### config.mk
export PLATFORM = sky130hd
export DESIGN_NAME = router_sync_nch
export DESIGN_NICKNAME = d
export VERILOG_FILES = /design/src/rtl/router_pkg.sv /design/src/rtl/sync_timeout_ctr.sv /design/src/rtl/router_sync_nch.sv
export SDC_FILE = /design/constraint.sdc
export NUM_CORES = 1
export LEC_CHECK = 0
export BUFFER_PORTS_ARGS = -buffer_cell sky130_fd_sc_hd__buf_2
export CAP_MARGIN = 20
export CORE_MARGIN = 3
export CORE_UTILIZATION = 52
export CTS_CLUSTER_DIAMETER = 30
export DETAILED_ROUTE_END_ITERATION = 10
export GPL_ROUTABILITY_DRIVEN = 0
export MAX_ROUTING_LAYER = met4
export PLACE_DENSITY = 0.8
export SLEW_MARGIN = 10
export SYNTH_ARGS = -nofsm -noshare
export SYNTH_HDL_FRONTEND = slang
export SYNTH_SLANG_ARGS = --single-unit
### constraint.sdc
create_clock -name clk -period 1.53 [get_ports clk]
set_clock_uncertainty 0.1 [all_clocks]
set_input_delay 0 -clock clk [delete_from_list [all_inputs] [get_ports clk]]
set_output_delay 0 -clock clk [all_outputs]
set_load 0.03 [all_outputs]
### src/rtl/router_pkg.sv
// Shared router defaults and the counter-width helper used by the
// synchronizer, the output FIFOs and the router top level.
package router_pkg;

  localparam int NUM_CH_DEF  = 3;
  localparam int ADDR_W_DEF  = 2;
  localparam int TIMEOUT_DEF = 30;

  // Bits needed to hold 0..timeout-1; a counter never exceeds timeout-1.
  function automatic int cnt_width(input int timeout);
    if (timeout <= 2) begin
      return 1;
    end else begin
      return $clog2(timeout);
    end
  endfunction

endpackage

### src/rtl/sync_timeout_ctr.sv
// Single-channel read-timeout counter. Counts consecutive cycles in which
// the channel holds data that nobody reads, and emits a one-cycle
// soft_reset pulse when that run reaches TIMEOUT cycles.
module sync_timeout_ctr
  import router_pkg::*;
#(
  parameter int TIMEOUT = TIMEOUT_DEF,
  parameter int CNT_W   = cnt_width(TIMEOUT)
) (
  input  logic clk,
  input  logic rst,
  input  logic vld,
  input  logic rd_en,
  output logic soft_reset
);

  localparam logic [CNT_W-1:0] LAST = CNT_W'(TIMEOUT - 1);

  logic [CNT_W-1:0] cnt_q, cnt_d;
  logic             pulse_q, pulse_d;

  // Next count: idle or read clears, expiry pulses and restarts, else count.
  always_comb begin
    cnt_d   = cnt_q;
    pulse_d = 1'b0;
    if (!vld) begin
      cnt_d   = '0;
      pulse_d = 1'b0;
    end else if (rd_en) begin
      cnt_d   = '0;
      pulse_d = 1'b0;
    end else if (cnt_q == LAST) begin
      cnt_d   = '0;
      pulse_d = 1'b1;
    end else begin
      cnt_d   = cnt_q + CNT_W'(1);
      pulse_d = 1'b0;
    end
  end

  // Counter and pulse registers with synchronous reset priority.
  always_ff @(posedge clk) begin
    if (rst) begin
      cnt_q   <= '0;
      pulse_q <= 1'b0;
    end else begin
      cnt_q   <= cnt_d;
      pulse_q <= pulse_d;
    end
  end

  assign soft_reset = pulse_q;

endmodule

### src/rtl/router_sync_nch.sv
// N-channel router synchronizer: latches the header destination address,
// steers the FSM write request to one FIFO, returns that FIFO's full flag,
// flags addresses with no channel behind them, and runs a read-timeout
// counter per channel.
module router_sync_nch
  import router_pkg::*;
#(
  parameter int NUM_CH  = NUM_CH_DEF,
  parameter int ADDR_W  = ADDR_W_DEF,
  parameter int TIMEOUT = TIMEOUT_DEF,
  parameter int CNT_W   = cnt_width(TIMEOUT)
) (
  input  logic              clk,
  input  logic              rst,
  input  logic [ADDR_W-1:0] din,
  input  logic              detect_addr,
  input  logic              wr_en_reg,
  input  logic [NUM_CH-1:0] full,
  input  logic [NUM_CH-1:0] empty,
  input  logic [NUM_CH-1:0] rd_en,
  output logic [NUM_CH-1:0] wr_en,
  output logic              fifo_full,
  output logic [NUM_CH-1:0] vld_out,
  output logic [NUM_CH-1:0] soft_reset,
  output logic              addr_err
);

  logic [ADDR_W-1:0] addr_q, addr_d;
  logic [NUM_CH-1:0] wr_en_s;
  logic              fifo_full_s;
  logic              addr_err_s;

  // Capture the header address on the detect strobe, otherwise hold.
  always_comb begin
    if (detect_addr) begin
      addr_d = din;
    end else begin
      addr_d = addr_q;
    end
  end

  // Address register; reset points at channel 0.
  always_ff @(posedge clk) begin
    if (rst) begin
      addr_q <= '0;
    end else begin
      addr_q <= addr_d;
    end
  end

  // Decode the latched address; an address matching no channel steers
  // nowhere and raises addr_err. Full-gating is left to the router FSM.
  always_comb begin
    wr_en_s     = '0;
    fifo_full_s = 1'b0;
    addr_err_s  = 1'b1;
    for (int i = 0; i < NUM_CH; i++) begin
      if (addr_q == ADDR_W'(i)) begin
        wr_en_s[i]  = wr_en_reg;
        fifo_full_s = full[i];
        addr_err_s  = 1'b0;
      end else begin
        wr_en_s[i]  = 1'b0;
      end
    end
  end

  assign wr_en     = wr_en_s;
  assign fifo_full = fifo_full_s;
  assign addr_err  = addr_err_s;
  assign vld_out   = ~empty;

  for (genvar g = 0; g < NUM_CH; g++) begin : g_ch
    sync_timeout_ctr #(
      .TIMEOUT (TIMEOUT),
      .CNT_W   (CNT_W)
    ) u_ctr (
      .clk        (clk),
      .rst        (rst),
      .vld        (vld_out[g]),
      .rd_en      (rd_en[g]),
      .soft_reset (soft_reset[g])
    );
  end

endmodule
# After elaboration in Yosys (flattened, before gate mapping)
# Index checks and enable logic that the tools add are counted.
classes:
  addsub: 3
  n_eq_ne: 5
  mux: 12
  bitwise: 4
  n_reduce_logical: 7
op_table:
  columns: ["op", "count"]
  rows:
  - ["5-bit by 1-bit adder with 5-bit output, second input constant", 3]
  - ["5-bit equality test, second input constant", 3]
  - ["1-bit two-way mux", 12]
  - ["4-bit OR reduction", 3]
  - ["3-bit OR reduction", 3]
  - ["1-bit NOT", 3]
  - ["3-bit NOT", 1]
  - ["2-bit by 1-bit equality test with 1-bit output, second input constant", 1]
  - ["2-bit equality test, second input constant", 1]
  - ["2-bit zero test", 1]
totals:
  ff_bits: 20
  input_bits: 15
  output_inout_bits: 11
  word_cells: 38

# Longest topological paths before layout
# Gate-level depths: netlist (run 1).
depth:
  word_depth: 4
  ltp_mapped: 5
  depth_no_buf: 5

# Modules after synthesis
# A second synthesis (run 1) with hierarchy kept.
hier_totals:
  hier_cells: 85
  hier_area_um2: 842.1
by_module_without_submodules:
  columns: ["mod", "instances", "cells_per_inst", "area_each_um2", "seq_area_each_um2"]
  rows:
  - ["sync_timeout_ctr", 3, 23, 235.2, 120.1]
  - ["router_sync_nch", 1, 16, 136.4, 40.0]

# Least setup slack after synthesis (run 1)
# No wires, ideal clock.
synth_timing:
  path_kind: "register to output"
  startpoint: "register addr_q[0]"
  endpoint: "output port fifo_full"
  t_arrival_ns: 1.148
  required_time_ns: 1.430
  path_slack_ns: 0.282
  stages_incl_launch_ff: 3
  n_path_buf: 0
  cell_sequence: "dfxtp_1 mux2i_1 o21ai_0"
synth_via:
  elab_chain_len: 4
  elab_cells_between_ends: 6
  classes_between: "2 x eq/ne; 3 x mux; 1 x reduce/logical"
synth_lines:
  columns: ["element", "line_no", "source"]
  rows:
  - ["start, declared", "router_sync_nch.sv:28", "logic [ADDR_W-1:0] addr_q, addr_d;"]
  - ["start signal, assigned", "router_sync_nch.sv:47", "addr_q <= addr_d;"]
  - ["2-bit zero test", "router_sync_nch.sv:58", "if (addr_q == ADDR_W'(i)) begin"]
  - ["1-bit two-way mux (2 in a row)", "router_sync_nch.sv:58", null]
  - ["1-bit two-way mux (*)", "router_sync_nch.sv:58", null]
  - ["end, declared", "router_sync_nch.sv:22", "output logic fifo_full,"]
# Every way passes the cells marked *; elsewhere a longest branch is shown, timed or not.

# Final worst setup path (run 1)
layout_timing:
  startpoint: "input port rd_en[2]"
  endpoint: "register g_ch[2].u_ctr.cnt_q[4]"
layout_via:
  elab_chain_len: 1
layout_lines:
  columns: ["element", "line_no", "source"]
  rows:
  - ["start, declared", "router_sync_nch.sv:20", "input logic [NUM_CH-1:0] rd_en,"]
  - ["4-bit OR reduction (no source line)", null, null]
  - ["end signal, assigned", "sync_timeout_ctr.sv:47", "cnt_q <= cnt_d;"]
  - ["end, declared", "sync_timeout_ctr.sv:19", "logic [CNT_W-1:0] cnt_q, cnt_d;"]
# Every way passes these cells.
# A chain may end at the register's enable or synchronous reset.

==> impl_metrics.csv, run 1 <==
group,metric,value,unit
sta,hold_slack,0.189,ns
logic_synthesis,syn_avg_cell_area,9.57,sq um
logic_synthesis,synth_common_cells,"20 x dfxtp_1, 17 x nor2_1",
sta,tns,0,ns
finish,final_util,71.8,%
routing,wl_per_cell,12.1,um
logic_synthesis,ys_seq_area_share,46.0,%
routing,vias,700,
global_route,busiest_layer,"met2",
cts,worstSkewPairLatency,0.29,ns
cts,clockRootBuffer,"clkbuf_4",
logic_synthesis,synth_largest_area_cell,"dfxtp_1",
global_route,grt-ovfl-total,0,
power,p_leak,0.498,nW
setup_path,path_class,"in2reg",
global_route,antenna_found_initial,0,
logic_synthesis,yosys_warnings,0,
setup_path,cp-start-kind,"input port",
power,peakVddDrop,521,uV
sta,setup_violations,0,
logic_synthesis,synth_top_area_share,46.0,%
logic_synthesis,synth_simple_gate_area_share,24.6,%
setup_path,cp_data_arrival_time,1.57,ns
die,num_io_pins,26,
placed_design,dp_cells,126,
routing,wirelength,1.70,mm
routing,drcViolationCount,0,
finish,nets,147,
die,rows,14,
worst_hold_path,worstHoldStart,"empty[1]",
sta,finalHoldViolCount,0,
finish,fillers,108,
cts,cts_tree,"built",
logic_synthesis,synth_edf_count,0,
routing,detail-route-antenna-nets,0,
setup_path,slowest_delay,0.59,ns
setup_path,required,1.67,ns
setup_path,end_kind,"flop",
finish,layout-drive-gt1-share,26.6,%
placed_design,numPortBuffers,25,
setup_path,path_buf_inv,3,
logic_synthesis,synth.most_common_cell,"dfxtp_1",
sta,rsz0062_at_grt,"false",
global_route,grt_use_met3,4.21,%
cts,numCtsBuffers,3,
logic_synthesis,synth_mux_area_share,3.45,%
logic_synthesis,synth_xor_area_share,9.05,%
global_route,met2_usage,31.2,%
setup_path,r2r_start,"addr_q[0]$_SDFFE_PP0P_",
setup_path,rr_endpoint,"addr_q[0]$_SDFFE_PP0P_",
routing,first_pass_iters,3,
routing,viasPerCell,5.00,
logic_synthesis,synth_compound_area_share,0.575,%
cts,clock_sinks,20,
logic_synthesis,syn_inst,91,
setup_path,cp_common_cell,"dlygate4sd3_1",
logic_synthesis,netlist_top_cells_area,"dfxtp_1 46%, ha_1 8.6%, nor2_1 7.3%",
global_route,grt_max_degree,11,
global_route,grtUsageMet1,15.9,%
sta,tightest_slew,0.212,ns
worst_hold_path,hold_path.class,"in2out",
sta,drv_slew,0,
sta,max_freq,699,MHz
setup_path,reg2reg_slack,0.17,ns
logic_synthesis,synth_seq_cells,20,
worst_hold_path,min_to,"vld_out[1]",
logic_synthesis,yosys.area_share.adder,8.62,%
setup_path,cp_max_fo,5,
run,cap_violations,0,
finish,layoutNonFillerInstCount,140,
worst_hold_path,whs_path_depth,3,
logic_synthesis,synthFlopType,"dfxtp_1",
setup_path,path_cells,"dlygate4sd3_1 > buf_2 > nor3_2 > dlygate4sd3_1 > nand2_2 > nor2_1",
sta,period_share,93.6,%
power,pwr_density_cell,806,nW/um^2
placed_design,dp_hpwl,1.14,mm
logic_synthesis,synth_cell_type_count,19,
sta,slew_headroom,85.9,%
routing,drt_first_iter_violations,2,
global_route,track_usage,17.3,%
cts,clk_path_buf_depth,2,
setup_path,rr_worst_depth,3,
cts,path_clk_slew,0.10,ns
setup_path,critPathTopFamily,"buffers and inverters",
global_route,grt_pass1_wl,2.50,mm
finish,syn2layout_area_growth,27.0,%
logic_synthesis,synth-async-reset-ratio,0,%
sta,finalCriticalPeriod,1.43,ns
die,core,1540,sq um
logic_synthesis,synth_nets,112,
finish,num_antenna_cells,0,
global_route,grt_pass1_vias,644,
die,initial_core_util,56.5,%
die,die_w,46.9,um
cts,h-tree-depth,1,
die,die_h,46.9,um
logic_synthesis,netlist_area,871,sq um
setup_path,slowest_stage,"dlygate4sd3_1",
outcome,status,"complete, no violations",
die,die-area,2200,sq um
logic_synthesis,synth_top_family_by_area,"simple AND/OR/NAND/NOR gates",
## logic make-up (layout without fill, tap and decap cells)
logic type | count (synthesis) | in the layout
simple gates | 40 | 40
flops | 20 | 20
buf+inv | 12 | 45
xor+xnor | 9 | 9
fa+ha+maj | 6 | 6
mux | 3 | 3
compound gates | 1 | 1
## metal layers
metal  share of wire [%]  vias to the layer above  routed length [um]
li1                    -                      358                   -
met1                  39                      312                 659
met2                  51                       25                 859
met3                 8.1                        5                 138
met4                 2.5                        0                  42
met5                   0                        -                   0
## worst register-to-register path, cell delays in order, from the launching register on
cell	delay [ns]
dfxtp_1	0.45
mux2i_1	0.10
dlygate4sd3_1	0.58
nor2_1	0.09
## state kept, by name (all words and copies together), names as in the netlist
name / flops
g_ch.u_ctr.cnt_q: 15
g_ch.u_ctr.soft_reset: 3
addr_q: 2
## worst max path at each step
stage	start	endpoint	slack, ns	cells after the start
floorplan	addr_q[0]$_SDFFE_PP0P_	fifo_full	0.28	2
global placement	g_ch[0].u_ctr.cnt_q[0]$_SDFF_PP0_	g_ch[0].u_ctr.cnt_q[3]$_SDFF_PP0_	0.45	4
detailed placement	g_ch[0].u_ctr.cnt_q[0]$_SDFF_PP0_	g_ch[0].u_ctr.cnt_q[2]$_SDFF_PP0_	0.40	4
CTS	rd_en[1]	g_ch[1].u_ctr.cnt_q[4]$_SDFF_PP0_	0.08	6
global route	rd_en[1]	g_ch[1].u_ctr.cnt_q[4]$_SDFF_PP0_	0.03	6
finish	rd_en[2]	g_ch[2].u_ctr.cnt_q[4]$_SDFF_PP0_	0.1	6
## layout by cell type (no fill, tap or decap)
cell type | synthesis | final
and3b_1 | 2 | 2
nor3b_1 | 1 | 1
inv_1 | 6 | 6
dlygate4sd3_1 | 0 | 11
dfxtp_1 | 20 | 20
nand2_1 | 2 | 1
xor2_1 | 6 | 6
clkbuf_4 | 0 | 3
nor2b_1 | 3 | 3
xnor2_1 | 3 | 3
nand2_2 | 1 | 2
nand3b_1 | 1 | 1
nor2_1 | 17 | 17
and2_1 | 1 | 1
buf_2 | 0 | 25
mux2i_1 | 3 | 3
o21ai_0 | 1 | 1
ha_1 | 6 | 6
nor3_2 | 3 | 3
nand4_1 | 3 | 3
nand3_1 | 6 | 6
## cell type report
class / count / area (sq um) / area share, %
tap: 16 / 20.0 / 1.81
inverter: 6 / 22.5 / 2.04
clock buffer: 3 / 22.5 / 2.04
multi-input combinational: 59 / 405 / 36.7
sequential: 20 / 400 / 36.2
timing repair buffer: 36 / 235 / 21.3
## what timing repair did
item,CTS,global route
buffers inserted,0,0
setup endpoints to repair,0,1
gates resized for setup,0,1
hold buffers,11,0
hold endpoints to repair,20,0
## stage by stage
stage | setup slack, ns | power (W) | cell area, sq um
6_report | 0.0985 | 0.000891 | 1110
5_1_grt | 0.0310 | 0.000933 | 1110
4_1_cts | 0.0785 | 0.000893 | 1100
3_5_place_dp | 0.396 | 0.000637 | 971
3_3_place_gp | 0.449 | 0.000634 | 971
2_1_floorplan | 0.282 | 0.000603 | 871
## report_power, final
part           internal [W]  switching, W  total, W
Sequential         0.000528    0.00000885  0.000536
Combinational     0.0000551     0.0000584  0.000113
Clock             0.0000917      0.000150  0.000241
Note: power is estimated with default switching activity, not from simulation.
==> run 2: changes to the inputs <==
--- a/config.mk
+++ b/config.mk
@@ -8,12 +8,12 @@
 export BUFFER_PORTS_ARGS = -buffer_cell sky130_fd_sc_hd__buf_2
 export CAP_MARGIN = 20
 export CORE_MARGIN = 3
-export CORE_UTILIZATION = 52
+export CORE_UTILIZATION = 49
 export CTS_CLUSTER_DIAMETER = 30
 export DETAILED_ROUTE_END_ITERATION = 10
 export GPL_ROUTABILITY_DRIVEN = 0
 export MAX_ROUTING_LAYER = met4
-export PLACE_DENSITY = 0.8
+export PLACE_DENSITY = 0.76
 export SLEW_MARGIN = 10
 export SYNTH_ARGS = -nofsm -noshare
 export SYNTH_HDL_FRONTEND = slang
==> constraint.sdc (replaced) <==
create_clock -name clk -period 1.6 [get_ports clk]
set_clock_uncertainty 0.1 [all_clocks]
set_input_delay 0 -clock clk [delete_from_list [all_inputs] [get_ports clk]]
set_output_delay 0 -clock clk [all_outputs]
set_load 0.03 [all_outputs]
==> run 2 against run 1 <==
Setup slack lost 0.0067 ns. Clock-buffer cell count did not move. Critical endpoint is now g_ch[0].u_ctr.cnt_q[4]$_SDFF_PP0_. Hold slack gained 0.0072 ns. Largest cell class unchanged.
==> impl_metrics.csv, run 2 (synthesis results as in run 1) <==
group,metric,value,unit
finish,num_antenna_cells,0,
sta,finalCriticalPeriod,1.51,ns
die,initial_core_util,54.6,%
worst_hold_path,whs_path_depth,3,
setup_path,rr_endpoint,"addr_q[0]$_SDFFE_PP0P_",
global_route,grt_pass1_vias,632,
die,core,1590,sq um
finish,final_cell_mix,"25 x buf_2, 20 x dfxtp_1, 17 x nor2_1",
setup_path,reg2reg_slack,0.26,ns
setup_path,slowest_delay,0.59,ns
setup_path,cp_data_arrival_time,1.64,ns
run,cap_violations,0,
cts,numCtsBuffers,3,
die,die_w,48.2,um
setup_path,slowest_stage,"dlygate4sd3_1",
worst_hold_path,min_to,"vld_out[0]",
routing,drcViolationCount,0,
sta,slew_headroom,85.5,%
power,p_leak,0.494,nW
sta,finalHoldViolCount,0,
finish,top_register,"g_ch.u_ctr.cnt_q",
cts,post_cts_buffers,0,
routing,wirelength,1.59,mm
power,peakVddDrop,460,uV
routing,viasPerCell,4.66,
worst_hold_path,worstHoldStart,"empty[0]",
placed_design,numPortBuffers,25,
sta,period_share,94.3,%
sta,rsz0062_at_grt,"false",
cts,path_clk_slew,0.10,ns
placed_design,dpl-instance-area,981,sq um
die,die_h,48.2,um
routing,wl_per_cell,10.7,um
sta,drv_slew,0,
sta,tightest_slew,0.217,ns
cts,clock_sinks,20,
sta,timing.final.ws_setup,0.0918,ns
cts,h-tree-depth,1,
setup_path,r2r_start,"addr_q[0]$_SDFFE_PP0P_",
outcome,status,"complete, no violations",
cts,worstSkewPairLatency,0.29,ns
routing,drt_first_iter_violations,5,
finish,largest_reg_flops,15,
global_route,grt-ovfl-total,0,
setup_path,end_kind,"flop",
cts,clk_path_buf_depth,2,
finish,layout-drive-gt1-share,27.4,%
power,fin_total_pwr,0.000843,W
cts,cts_tree,"built",
cts,clockRootBuffer,"clkbuf_4",
placed_design,place_ws,0.505,ns
setup_path,path_class,"in2reg",
finish,syn2layout_area_growth,28.4,%
global_route,grt_max_degree,11,
finish,fin_area,1120,sq um
worst_hold_path,hold_path.class,"in2out",
global_route,antenna_found_initial,0,
global_route,track_usage,15.8,%
setup_path,cp_max_fo,5,
die,die-area,2320,sq um
power,pwr_density_cell,754,nW/um^2
sta,max_freq,663,MHz
finish,layout_commonest_cell,"buf_2",
setup_path,path_cells,"dlygate4sd3_1 > buf_2 > nor3_2 > dlygate4sd3_1 > nand2_2 > nor2_1",
placed_design,dp_hpwl,1.10,mm
setup_path,cp_common_cell,"dlygate4sd3_1",
sta,tns,0,ns
routing,first_pass_iters,4,
finish,nets,147,
die,rows,14,
routing,vias,689,
routing,detail-route-antenna-nets,0,
global_route,grt_pass1_wl,2.47,mm
die,num_io_pins,26,
setup_path,required,1.73,ns
setup_path,rr_worst_depth,3,
sta,setup_violations,0,
setup_path,cp-start-kind,"input port",
[run 2: changes by cell type in the layout (fill, tap and decap cells not counted)]
cell	before	now
nand2_2	2	3
nand2_1	1	0
[run 2: routing by layer]
layer / up-vias / routed length [um] / GRT usage (%)
met5: - / 0 / -
met4: 0 / 13 / 6.45
met3: 2 / 126 / 3.32
met2: 26 / 744 / 27.1
met1: 308 / 706 / 17.5
li1: 353 / - / -
[run 2: worst max-delay path: cells and delay by family]
family | cells | cell delay, ns
buf+inv | 3 | 1.29
simple gates | 3 | 0.35
[run 2: metrics by stage]
stage | cells | utilization, % | hold WS (ns)
floorplan | 91 | - | -0.0276
global placement | 134 | 61.5 | 0.145
detailed placement | 134 | 61.5 | 0.152
CTS | 148 | 69.9 | 0.190
global route | 148 | 70.2 | 0.212
finish | 148 | 70.2 | 0.196
[run 2: layout make-up]
type | instances | area [sq um]
fill | 123 | 475
multi-input combinational | 59 | 408
sequential | 20 | 400
timing repair buffer | 36 | 235
tap | 24 | 30.0
clock buffer | 3 | 22.5
inverter | 6 | 22.5
[run 2: worst max path at each step]
stage / to / from / depth (start not counted) / slack [ns]
3_3_place_gp: g_ch[0].u_ctr.cnt_q[4]$_SDFF_PP0_ / g_ch[0].u_ctr.cnt_q[0]$_SDFF_PP0_ / 4 / 0.52
5_1_grt: g_ch[0].u_ctr.cnt_q[3]$_SDFF_PP0_ / rst / 6 / 0.005
3_5_place_dp: g_ch[0].u_ctr.cnt_q[3]$_SDFF_PP0_ / g_ch[0].u_ctr.cnt_q[0]$_SDFF_PP0_ / 4 / 0.51
4_1_cts: g_ch[2].u_ctr.cnt_q[4]$_SDFF_PP0_ / rst / 6 / 0.05
2_1_floorplan: fifo_full / addr_q[0]$_SDFFE_PP0P_ / 2 / 0.35
6_report: g_ch[0].u_ctr.cnt_q[4]$_SDFF_PP0_ / rst / 6 / 0.09
[run 2: what timing repair did]
item / CTS / global route
gates resized for setup: 0 / 2
endpoints found under the setup margin: 0 / 13
endpoints found under the hold margin: 20 / 12
hold buffers: 11 / 2
[run 2: report_power, final]
part           switching, W  internal, W  total (W)
clock network      0.000134    0.0000874   0.000222
logic             0.0000548    0.0000534   0.000108
registers        0.00000844     0.000505   0.000513
